File: config.mk
export PLATFORM = sky130hd
export DESIGN_NAME = ball_motion
export DESIGN_NICKNAME = d
export VERILOG_FILES = /design/src/rtl/labyrinth_pkg.sv /design/src/rtl/btn_sync.sv /design/src/rtl/ball_motion.sv
export SDC_FILE = /design/constraint.sdc
export NUM_CORES = 1
export LEC_CHECK = 0
export CAP_MARGIN = 20
export CORE_MARGIN = 2
export CORE_UTILIZATION = 40
export CTS_CLUSTER_SIZE = 14
export DETAILED_ROUTE_END_ITERATION = 12
export GPL_TIMING_DRIVEN = 0
export PLACE_DENSITY_LB_ADDON = 0.1
export REMOVE_ABC_BUFFERS = 1
export SLEW_MARGIN = 20
export SYNTH_ARGS = -nofsm -noshare
export SYNTH_HDL_FRONTEND = slang
export SYNTH_SLANG_ARGS = --single-unit
File: constraint.sdc
create_clock -name clk -period 3.15 [get_ports clk]
set_input_delay 0.4725 -clock clk [delete_from_list [all_inputs] [get_ports clk]]
set_output_delay 0.4725 -clock clk [all_outputs]
set_load 0.02 [all_outputs]
File: src/rtl/labyrinth_pkg.sv
// Shared screen geometry, motion FSM state and velocity types for the labyrinth ball logic.
package labyrinth_pkg;

    localparam int unsigned H_ACTIVE = 1280;
    localparam int unsigned V_ACTIVE = 800;
    localparam int unsigned H_TOTAL  = 1680;
    localparam int unsigned V_TOTAL  = 828;
    localparam int unsigned X_RESET  = 640;
    localparam int unsigned Y_RESET  = 400;

    typedef enum logic [1:0] {IDLE, ACCEL, MOVE, CLAMP} motion_state_t;

    typedef logic signed [4:0] vel_t;

    // One frame of per-axis acceleration: a single held direction pushes, otherwise friction may bleed speed.
    function automatic vel_t accel_axis(input vel_t v, input logic inc, input logic dec,
                                        input logic fric, input vel_t vmax);
        vel_t r;
        r = v;
        if (inc && !dec) begin
            r = (v >= vmax) ? vmax : v + 5'sd1;
        end else if (dec && !inc) begin
            r = (v <= -vmax) ? -vmax : v - 5'sd1;
        end else if (fric) begin
            if (v > 5'sd0)
                r = v - 5'sd1;
            else if (v < 5'sd0)
                r = v + 5'sd1;
        end
        return r;
    endfunction

endpackage

File: src/rtl/btn_sync.sv
// Two-flop synchroniser for one raw push-button; BALL_DEBOUNCE_EN adds a stable-count debouncer.
module btn_sync
`ifdef BALL_DEBOUNCE_EN
#(
    parameter int unsigned DEBOUNCE_CLKS = 65536
)
`endif
(
    input  logic clk,
    input  logic rst_n,
    input  logic btn,
    output logic level
);

    logic [1:0] sync_q;

    always_ff @(posedge clk or negedge rst_n) begin
        if (!rst_n)
            sync_q <= '0;
        else
            sync_q <= {sync_q[0], btn};
    end

`ifdef BALL_DEBOUNCE_EN
    localparam int unsigned CW = $clog2(DEBOUNCE_CLKS);

    logic [CW-1:0] stable_cnt;
    logic          level_q;

    // Level follows the synchronised input only after DEBOUNCE_CLKS consecutive clocks of disagreement.
    always_ff @(posedge clk or negedge rst_n) begin
        if (!rst_n) begin
            stable_cnt <= '0;
            level_q    <= 1'b0;
        end else if (sync_q[1] == level_q) begin
            stable_cnt <= '0;
        end else if (stable_cnt == CW'(DEBOUNCE_CLKS - 1)) begin
            stable_cnt <= '0;
            level_q    <= sync_q[1];
        end else begin
            stable_cnt <= stable_cnt + CW'(1);
        end
    end

    assign level = level_q;
`else
    assign level = sync_q[1];
`endif

endmodule

File: src/rtl/ball_motion.sv
// Ball centre integrator: buttons -> per-frame velocity -> clamped/bouncing position, once per frame.
// Optional button debounce is enabled with the BALL_DEBOUNCE_EN macro.
module ball_motion
    import labyrinth_pkg::*;
#(
    parameter int unsigned FRAME_CLKS   = H_TOTAL * V_TOTAL,
    parameter int unsigned RADIUS       = 10,
    parameter int unsigned VMAX         = 8,
    parameter int unsigned FRICTION_DIV = 4
`ifdef BALL_DEBOUNCE_EN
    ,
    parameter int unsigned DEBOUNCE_CLKS = 65536
`endif
) (
    input  logic        clk,
    input  logic        rst_n,
    input  logic        btn_up,
    input  logic        btn_down,
    input  logic        btn_left,
    input  logic        btn_right,
    output logic [10:0] xcenter,
    output logic [9:0]  ycenter,
    output logic        frame_tick,
    output logic        hit_wall
);

    localparam int unsigned CNT_W = $clog2(FRAME_CLKS);
    localparam int unsigned FRIC_W = (FRICTION_DIV > 1) ? $clog2(FRICTION_DIV) : 1;

    localparam vel_t                V_MAX = 5'(VMAX);
    localparam logic signed [11:0]  X_LO  = 12'(RADIUS);
    localparam logic signed [11:0]  X_HI  = 12'(H_ACTIVE - 1 - RADIUS);
    localparam logic signed [10:0]  Y_LO  = 11'(RADIUS);
    localparam logic signed [10:0]  Y_HI  = 11'(V_ACTIVE - 1 - RADIUS);

    logic [3:0] btn_raw;
    logic [3:0] btn_lvl;
    logic       up_s, down_s, left_s, right_s;

    assign btn_raw = {btn_up, btn_down, btn_left, btn_right};

    for (genvar gi = 0; gi < 4; gi++) begin : g_sync
`ifdef BALL_DEBOUNCE_EN
        btn_sync #(.DEBOUNCE_CLKS(DEBOUNCE_CLKS)) u_sync (
            .clk   (clk),
            .rst_n (rst_n),
            .btn   (btn_raw[gi]),
            .level (btn_lvl[gi])
        );
`else
        btn_sync u_sync (
            .clk   (clk),
            .rst_n (rst_n),
            .btn   (btn_raw[gi]),
            .level (btn_lvl[gi])
        );
`endif
    end

    assign {up_s, down_s, left_s, right_s} = btn_lvl;

    motion_state_t      state, state_d;
    logic [CNT_W-1:0]   frame_cnt;
    logic               tick_next;
    logic [FRIC_W-1:0]  fric_cnt, fric_d;
    logic               fric_wrap;
    vel_t               vx, vy, vx_d, vy_d;
    logic signed [11:0] px, px_d;
    logic signed [10:0] py, py_d;
    logic [10:0]        x_d;
    logic [9:0]         y_d;
    logic               hit_d;

    // ACCEL is entered on the same edge that raises frame_tick, so results land 3 clocks after the tick.
    assign tick_next = (frame_cnt == CNT_W'(FRAME_CLKS - 2));

    always_ff @(posedge clk or negedge rst_n) begin
        if (!rst_n)
            state <= IDLE;
        else
            state <= state_d;
    end

    always_comb begin
        state_d   = state;
        fric_d    = fric_cnt;
        fric_wrap = 1'b0;
        vx_d      = vx;
        vy_d      = vy;
        px_d      = px;
        py_d      = py;
        x_d       = xcenter;
        y_d       = ycenter;
        hit_d     = 1'b0;

        case (state)
            IDLE: begin
                if (tick_next)
                    state_d = ACCEL;
            end
            ACCEL: begin
                fric_wrap = (fric_cnt == FRIC_W'(FRICTION_DIV - 1));
                fric_d    = fric_wrap ? '0 : fric_cnt + FRIC_W'(1);
                vx_d      = accel_axis(vx, right_s, left_s, fric_wrap, V_MAX);
                vy_d      = accel_axis(vy, down_s, up_s, fric_wrap, V_MAX);
                state_d   = MOVE;
            end
            MOVE: begin
                px_d    = $signed({1'b0, xcenter}) + 12'(vx);
                py_d    = $signed({1'b0, ycenter}) + 11'(vy);
                state_d = CLAMP;
            end
            CLAMP: begin
                if (px < X_LO) begin
                    x_d   = X_LO[10:0];
                    vx_d  = -vx;
                    hit_d = 1'b1;
                end else if (px > X_HI) begin
                    x_d   = X_HI[10:0];
                    vx_d  = -vx;
                    hit_d = 1'b1;
                end else begin
                    x_d = px[10:0];
                end

                if (py < Y_LO) begin
                    y_d   = Y_LO[9:0];
                    vy_d  = -vy;
                    hit_d = 1'b1;
                end else if (py > Y_HI) begin
                    y_d   = Y_HI[9:0];
                    vy_d  = -vy;
                    hit_d = 1'b1;
                end else begin
                    y_d = py[9:0];
                end
                state_d = IDLE;
            end
            default: state_d = IDLE;
        endcase
    end

    always_ff @(posedge clk or negedge rst_n) begin
        if (!rst_n) begin
            frame_cnt  <= '0;
            frame_tick <= 1'b0;
            fric_cnt   <= '0;
            vx         <= '0;
            vy         <= '0;
            px         <= '0;
            py         <= '0;
            xcenter    <= 11'(X_RESET);
            ycenter    <= 10'(Y_RESET);
            hit_wall   <= 1'b0;
        end else begin
            frame_cnt  <= (frame_cnt == CNT_W'(FRAME_CLKS - 1)) ? '0 : frame_cnt + CNT_W'(1);
            frame_tick <= tick_next;
            fric_cnt   <= fric_d;
            vx         <= vx_d;
            vy         <= vy_d;
            px         <= px_d;
            py         <= py_d;
            xcenter    <= x_d;
            ycenter    <= y_d;
            hit_wall   <= hit_d;
        end
    end

endmodule
==> results.md, run 1 <==
* Status: finished clean
* Synth Flop Type: dfrtp_1
* PD cells at 373 nW/um^2
* Buf/Inv on CP at 2
* Biggest area consumer among synthesized cells: dfrtp_1
* Final nets at 655
* Share of the synthesized area in the top cell type at 38.0%
* Yosys reg bits at 89
* Dpl hpwl at 8620 um
* CTS tree: yes
* RSZ-0062 raised after global routing: no
* Switch share at 20.5%
* Slew Limit Fails at 0
* Cells after Synth at 578
* Drt pass-1 iters at 7
* Startpoint Class: register
* Worst Hold Class: reg -> reg
* Die Span Y at 122 um
* Register share of total power at 48.6%
* Synth-to-Final Area Change at 14.8%
* Hold path start: g_sync[0].u_sync.sync_q[0]$_DFF_PN0_
* Wire per inst at 15.2 um
* CP required at 3340 ps
* # rows at 42
* Routed WL at 11900 um
* Antenna cells at 0
* Crit. End Element: register
* Clock Skews at 8.74 ps
* Starting Density at 41.4%
* CTS H-tree lvls at 3
* Fmax at 0.399 GHz
* Switching pwr at 0.486 mW
* CTS max path bufs at 2
* Dpl cells at 768
* Number of buffers created by CTS at 9
* Yosys warning total at 0
* Number of global-route vias before repair at 4271
* Slowest cell delay on critical path at 630 ps
* Hold Violations, Final at 0
* Critical path, cell by cell: inv_1, ha_1, nand2_1, inv_1, ha_1, nand2_1, o311ai_1, a2111oi_2, a31oi_1, nor2_1, a211oi_2
* Leakage at 2.87 nW
* GRT Total Usage at 17.8%
* Clk Latency, worst-skew pair at 340 ps
* Clock Tree Root: clkbuf_16
* ANT nets after route at 0
* Worst Setup Path Type: reg -> reg
* Die footprint at 14800 um^2
* Final setup vio count at 0
* Worst r2r src: vy[1]$_DFFE_PN0P_
* Slowest stage cell, crit path: a2111oi_2
* Unique masters post-synth at 74
* DR iter-0 viols at 215
* Layout cell share with drive strength beyond 1 at 10.5%
* Cell depth of the worst min-delay path at 0
* Max IR drop VDD at 0.338 mV
* Synth Area per Inst at 9.57 um^2
* Grt total ovfl at 0
* Core area at 13300 um^2
* Total number of vias at 4328
* EDFF count, synth at 0
* Logic pwr share at 2.4%
* Most frequent cells in the layout: dfrtp_1, inv_1, nor2_1
* Max transition margin at 43.1%
* R2R depth at 11
* Die width at 122 um
* First-pass GRT wire length at 20800 um
* DR DRC count at 0
* I/O Buffers at 28
* Cell family with most CP delay: compound AO/OA/AOI/OAI gates
* Layout Cells excl Fill at 785
* Final period util at 79.7%
* Clock slew at reported path FFs at 60 ps
* Final GP Congestion at 0.857
* Worst-path fanout max at 5
* Synth Cell Area at 5530 um^2
* Worst EP arrival at 2700 ps
* Post-layout min period at 2510 ps
* CTS sink cnt at 89
* Via density at 5.51
* Ys async rst share at 100%
* Slew @ Worst Pin at 849 ps
* Antenna violations before repair at 0
* Setup TNS at 0 ps
* Top area cells in the synthesized netlist: dfrtp_1, ha_1, o21ai_0
* IO Count at 29
* Largest net degree at the start of global routing at 64
* Seq/Total Area, Yosys at 40.4%
* Worst Hold Path EP: g_sync[0].u_sync.sync_q[1]$_DFF_PN0_
* Reg2Reg Setup Slack at 640 ps
* Commonest non-fill, non-tap cell in the layout: dfrtp_1
* Clk pwr share at 49.0%
* Int Pwr at 1.88 mW
* FF-to-FF End: vy[3]$_DFFE_PN0P_
* Fill cell count at 1270
* Max Cap Violations at 0
[metrics by stage]
step                      setup slack, ps  power [mW]  utilization [%]  cell area (um^2)  hold slack [ps]
after floorplan                       696        1.19                -              5470              177
after global placement              -1780        1.23             44.7              5970              333
after detailed placement              133        1.23             45.1              6010              338
after CTS                             126        2.41             47.5              6350              353
after global routing                  374        2.46             47.6              6350              362
final                                 641        2.37             47.6              6350              353
[state kept, by name (all words and copies together) (netlist names)]
| name | flops |
|---|---|
| frame_cnt | 21 |
| frame_tick | 1 |
| fric_cnt | 2 |
| g_sync.u_sync.sync_q | 8 |
| hit_wall | 1 |
| px | 12 |
| py | 11 |
| state | 2 |
| vx | 5 |
| vy | 5 |
| xcenter | 11 |
| ycenter | 10 |
[area by class of cell]
cell class / instances / area, um^2 / share of cell area (%)
clock inverters: 5 / 78.8 / 1.24
multi-input cells: 421 / 3060 / 48.1
clock buffers: 11 / 243 / 3.82
well taps: 176 / 220 / 3.47
inverters: 53 / 199 / 3.13
repair buffers: 30 / 319 / 5.03
flip-flops and latches: 89 / 2230 / 35.2
[Yosys cell counts, types with 7 or more instances]
cell / n
dfrtp_1: 84
inv_1: 53
nor2_1: 50
ha_1: 43
o21ai_0: 41
nand2_1: 37
nor3_1: 17
nand4_1: 14
a21oi_1: 13
mux2_2: 13
xnor2_1: 13
xor2_1: 13
nand3_1: 11
o211ai_1: 10
or3_1: 10
a31oi_1: 9
o21a_1: 9
nand2b_1: 8
a21o_1: 7
clkbuf_1: 7
nor2b_1: 7
[worst max path at each step]
stage | cells past startpoint | slack, ps | to | start
3_3_place_gp | 1 | -1780 | frame_cnt[6]$_DFF_PN0_ | rst_n
4_1_cts | 6 | 130 | py[9]$_DFFE_PN0P_ | state[0]$_DFFE_PN0P_
3_5_place_dp | 6 | 130 | py[9]$_DFFE_PN0P_ | state[0]$_DFFE_PN0P_
6_report | 11 | 640 | vy[3]$_DFFE_PN0P_ | vy[1]$_DFFE_PN0P_
5_1_grt | 11 | 370 | vy[3]$_DFFE_PN0P_ | vy[1]$_DFFE_PN0P_
2_1_floorplan | 6 | 700 | vy[2]$_DFFE_PN0P_ | state[1]$_DFFE_PN0P_
[cell families after synthesis]
kind of cell / synth area share (%)
AND/OR/NAND/NOR: 17.1
AO/OA/AOI/OAI: 19.6
flip-flops: 40.4
buffers and inverters: 4.71
adder cells (fa/ha/maj): 10.5
XOR/XNOR: 4.12
multiplexers: 3.55
[timing repair]
item	CTS	global route
setup buffers	0	0
hold buffers	1	0
setup endpoints to repair	0	1
gates resized for setup	0	1
hold endpoints to repair	25	0
[per-layer routing]
layer / track usage (%) / part of all wire, % / vias to the layer above
met2: 27.7 / 46 / 95
met5: 0 / 0 / -
met3: 3.79 / 3.5 / 10
li1: - / - / 2132
met4: 5.89 / 1.2 / 0
met1: 24.6 / 49 / 2091
[power by group through the flow]
stage	Sequential, mW	Clock, mW	Combinational, mW
2_1_floorplan	1.17	0	0.0199
3_3_place_gp	1.17	0	0.0536
3_5_place_dp	1.17	0	0.0585
4_1_cts	1.15	1.20	0.0599
5_1_grt	1.15	1.25	0.0682
6_report	1.15	1.16	0.0573
(Power assumes the default switching activity.)
==> inputs of run 2 (changes only) <==
- clock period: 3.15 -> 2 ns (I/O delays scaled with it)
==> run 2 against run 1 <==
The run now ends with setup timing left. Cell area is 16% higher. Sequential power is 57% higher. Final cell count is 6.5% higher. Power is 59% higher. Critical path depth is 2 lower. Worst hold slack worse by 1.1 ps. Setup slack worse by 850 ps.
==> results.md, run 2 (same netlist as run 1, synthesis figures left out) <==
* Startpoint Class: register
* Antenna cells at 0 (unchanged)
* Critical path, cell by cell: ha_4, inv_2, fa_2, nor2b_4, o31ai_4, a211oi_2, o211a_1, or3_1, a31o_2
* Buf/Inv on CP at 1 (-1)
* Slew @ Worst Pin at 517 ps (-332 ps)
* Fmax at 0.452 GHz (+13%)
* Die width at 122 um (unchanged)
* # rows at 42 (unchanged)
* Status: complete, but fails checks
* Fill cell count at 1159 (-8.7%)
* Number of flip-flops in the largest register at 21 (unchanged)
* Register share of total power at 48.1% (-0.5 points)
* Slowest stage cell, crit path: dfrtp_2
* Hold WS at 352 ps (-1.07 ps)
* Wire per inst at 16.9 um (+11%)
* Max Cap Violations at 0 (unchanged)
* Slowest cell delay on critical path at 440 ps (-190 ps)
* Failing checks: setup timing
* DR DRC count at 0 (unchanged)
* Clk Latency, worst-skew pair at 350 ps (about the same)
* Top Metal Used: met4
* Worst EP arrival at 2450 ps (-250 ps)
* CTS sink cnt at 89 (unchanged)
* Drt pass-1 iters at 4 (-3)
* Setup ws final at -213 ps (-854 ps)
* Logic pwr share at 3.1% (+0.7 points)
* Grt total ovfl at 0 (unchanged)
* Cell family with most CP delay: compound AO/OA/AOI/OAI gates
* Slew Limit Fails at 0 (unchanged)
* Biggest register: frame_cnt
* Largest net degree at the start of global routing at 64 (unchanged)
* First-pass GRT wire length at 22500 um (+8.1%)
* Wl on met1 at 6660 um (+13%)
* Layout cell share with drive strength beyond 1 at 29.8% (+19 points)
* Post-layout min period at 2210 ps (-296 ps)
* Leakage at 3.17 nW (+11%)
* Finished Cell Area at 7360 um^2 (+16%)
* Total number of vias at 4687 (+8.3%)
* Via density at 5.61 (+1.7%)
* CTS tree: yes
* Final period util at 111% (+31 points)
* Util after Layout at 55.1% (+7.6 points)
* Clock Tree Root: clkbuf_16
* Core area at 13300 um^2 (unchanged)
* Dpl cells at 768 (unchanged)
* Commonest non-fill, non-tap cell in the layout: dfrtp_1
* CP required at 2240 ps (-1100 ps)
* Setup TNS at -1080 ps (-1080 ps)
* Final setup vio count at 11 (+11)
* DR iter-0 viols at 285 (+33%)
* Layout Cells excl Fill at 836 (+6.5%)
* Biggest registers after layout: frame_cnt x21, px x12
* Switching pwr at 0.794 mW (+63%)
* Switch share at 21.1% (+0.53 points)
* Clock slew at reported path FFs at 70 ps (about the same)
* CTS H-tree lvls at 3 (unchanged)
* Worst Setup Path Type: reg -> reg
* Final nets at 706 (+7.8%)
* Die Span Y at 122 um (unchanged)
* GRT Total Usage at 19.4% (+1.6 points)
* ANT nets after route at 0 (unchanged)
* Synth-to-Final Area Change at 33.1%
* Most frequent cells in the layout: dfrtp_1, inv_1, nor2_1
* IO Count at 29 (unchanged)
* Crit. End Element: register
* PD cells at 512 nW/um^2 (+37%)
* Number of buffers created by CTS at 9 (unchanged)
* Worst Hold Class: reg -> reg
* Die footprint at 14800 um^2 (unchanged)
* Antenna violations before repair at 0 (unchanged)
* CTS max path bufs at 2 (unchanged)
* Int Pwr at 2.98 mW (+58%)
* Max transition margin at 65.4% (+22 points)
* Max IR drop VDD at 0.498 mV (+47%)
* Final GP Congestion at 0.857 (unchanged)
* I/O Buffers at 28 (unchanged)
* RSZ-0062 raised after global routing: yes
* Clk pwr share at 48.9% (about the same)
* Worst-path fanout max at 2 (-3)
* Routed WL at 14100 um (+18%)
* Cell Area, Placed at 6010 um^2 (unchanged)
* Starting Density at 41.4% (unchanged)
* Dpl hpwl at 8620 um (unchanged)
* Number of global-route vias before repair at 4501 (+5.4%)
* Met2 WL post-DR at 6820 um (+24%)
* Clock Skews at 9.36 ps (+0.621 ps)
* DR WL met3 at 447 um (+6.7%)
* Hold Violations, Final at 0 (unchanged)
run 2: changes by cell type in the layout (fill, tap and decap cells not counted), sizes merged:
cell and delta:
clkinvlp +2, inv -1, buf +50
run 2: cell type report:
cell class / count / area (um^2) / area share (%)
Clock buffer: 11 / 243 / 3.30
Clock inverter: 5 / 78.8 / 1.07
Timing Repair inverter: 1 / 7.51 / 0.102
Timing Repair Buffer: 80 / 757 / 10.3
Multi-Input combinational cell: 421 / 3600 / 48.9
Tap cell: 176 / 220 / 2.99
Inverter: 53 / 210 / 2.86
Sequential cell: 89 / 2250 / 30.5
run 2: what timing repair did:
action                     4_1_cts  5_1_grt
gates cloned                     1        0
resized for setup               60       71
pin swaps                       22       37
buffers inserted                31       19
hold endpoints to repair        25        0
setup endpoints to repair       32       35
hold buffers                     1        0
run 2: path summary, 6_finish.rpt:
kind                                                      startpoint                                    to  slack (ps)  depth (start not counted)
worst max-delay path                               vx[0]$_DFFE_PN0P_                    px[10]$_DFFE_PN0P_        -210                          9
worst min-delay path            g_sync[0].u_sync.sync_q[0]$_DFF_PN0_  g_sync[0].u_sync.sync_q[1]$_DFF_PN0_         350                          0
worst max register to register                     vx[0]$_DFFE_PN0P_                    px[10]$_DFFE_PN0P_        -210                          9
worst min register to register  g_sync[0].u_sync.sync_q[0]$_DFF_PN0_  g_sync[0].u_sync.sync_q[1]$_DFF_PN0_         350                          0
max in group asynchronous                                      rst_n                     vy[3]$_DFFE_PN0P_         980                          3
min in group asynchronous                                      rst_n               xcenter[10]$_DFFE_PN0P_         390                          2
run 2: routing by layer:
metal,up-vias,track usage (%)
li1,2237,-
met1,2345,27.0
met2,91,30.3
met3,14,4.54
met4,0,5.24
met5,-,0
run 2: metrics by stage:
step           setup slack (ps)  power [mW]
6_report                   -213        3.77
5_1_grt                    -293        3.91
4_1_cts                    -233        3.81
3_5_place_dp              -1020        1.94
3_3_place_gp              -2760        1.93
2_1_floorplan              -454        1.88
run 2: power by group through the flow:
stage	logic (mW)	registers, mW	clock network, mW
floorplan	0.0314	1.84	0
detailed placement	0.0922	1.85	0
global placement	0.0844	1.85	0
global route	0.131	1.81	1.97
finish	0.115	1.81	1.84
CTS	0.106	1.81	1.89
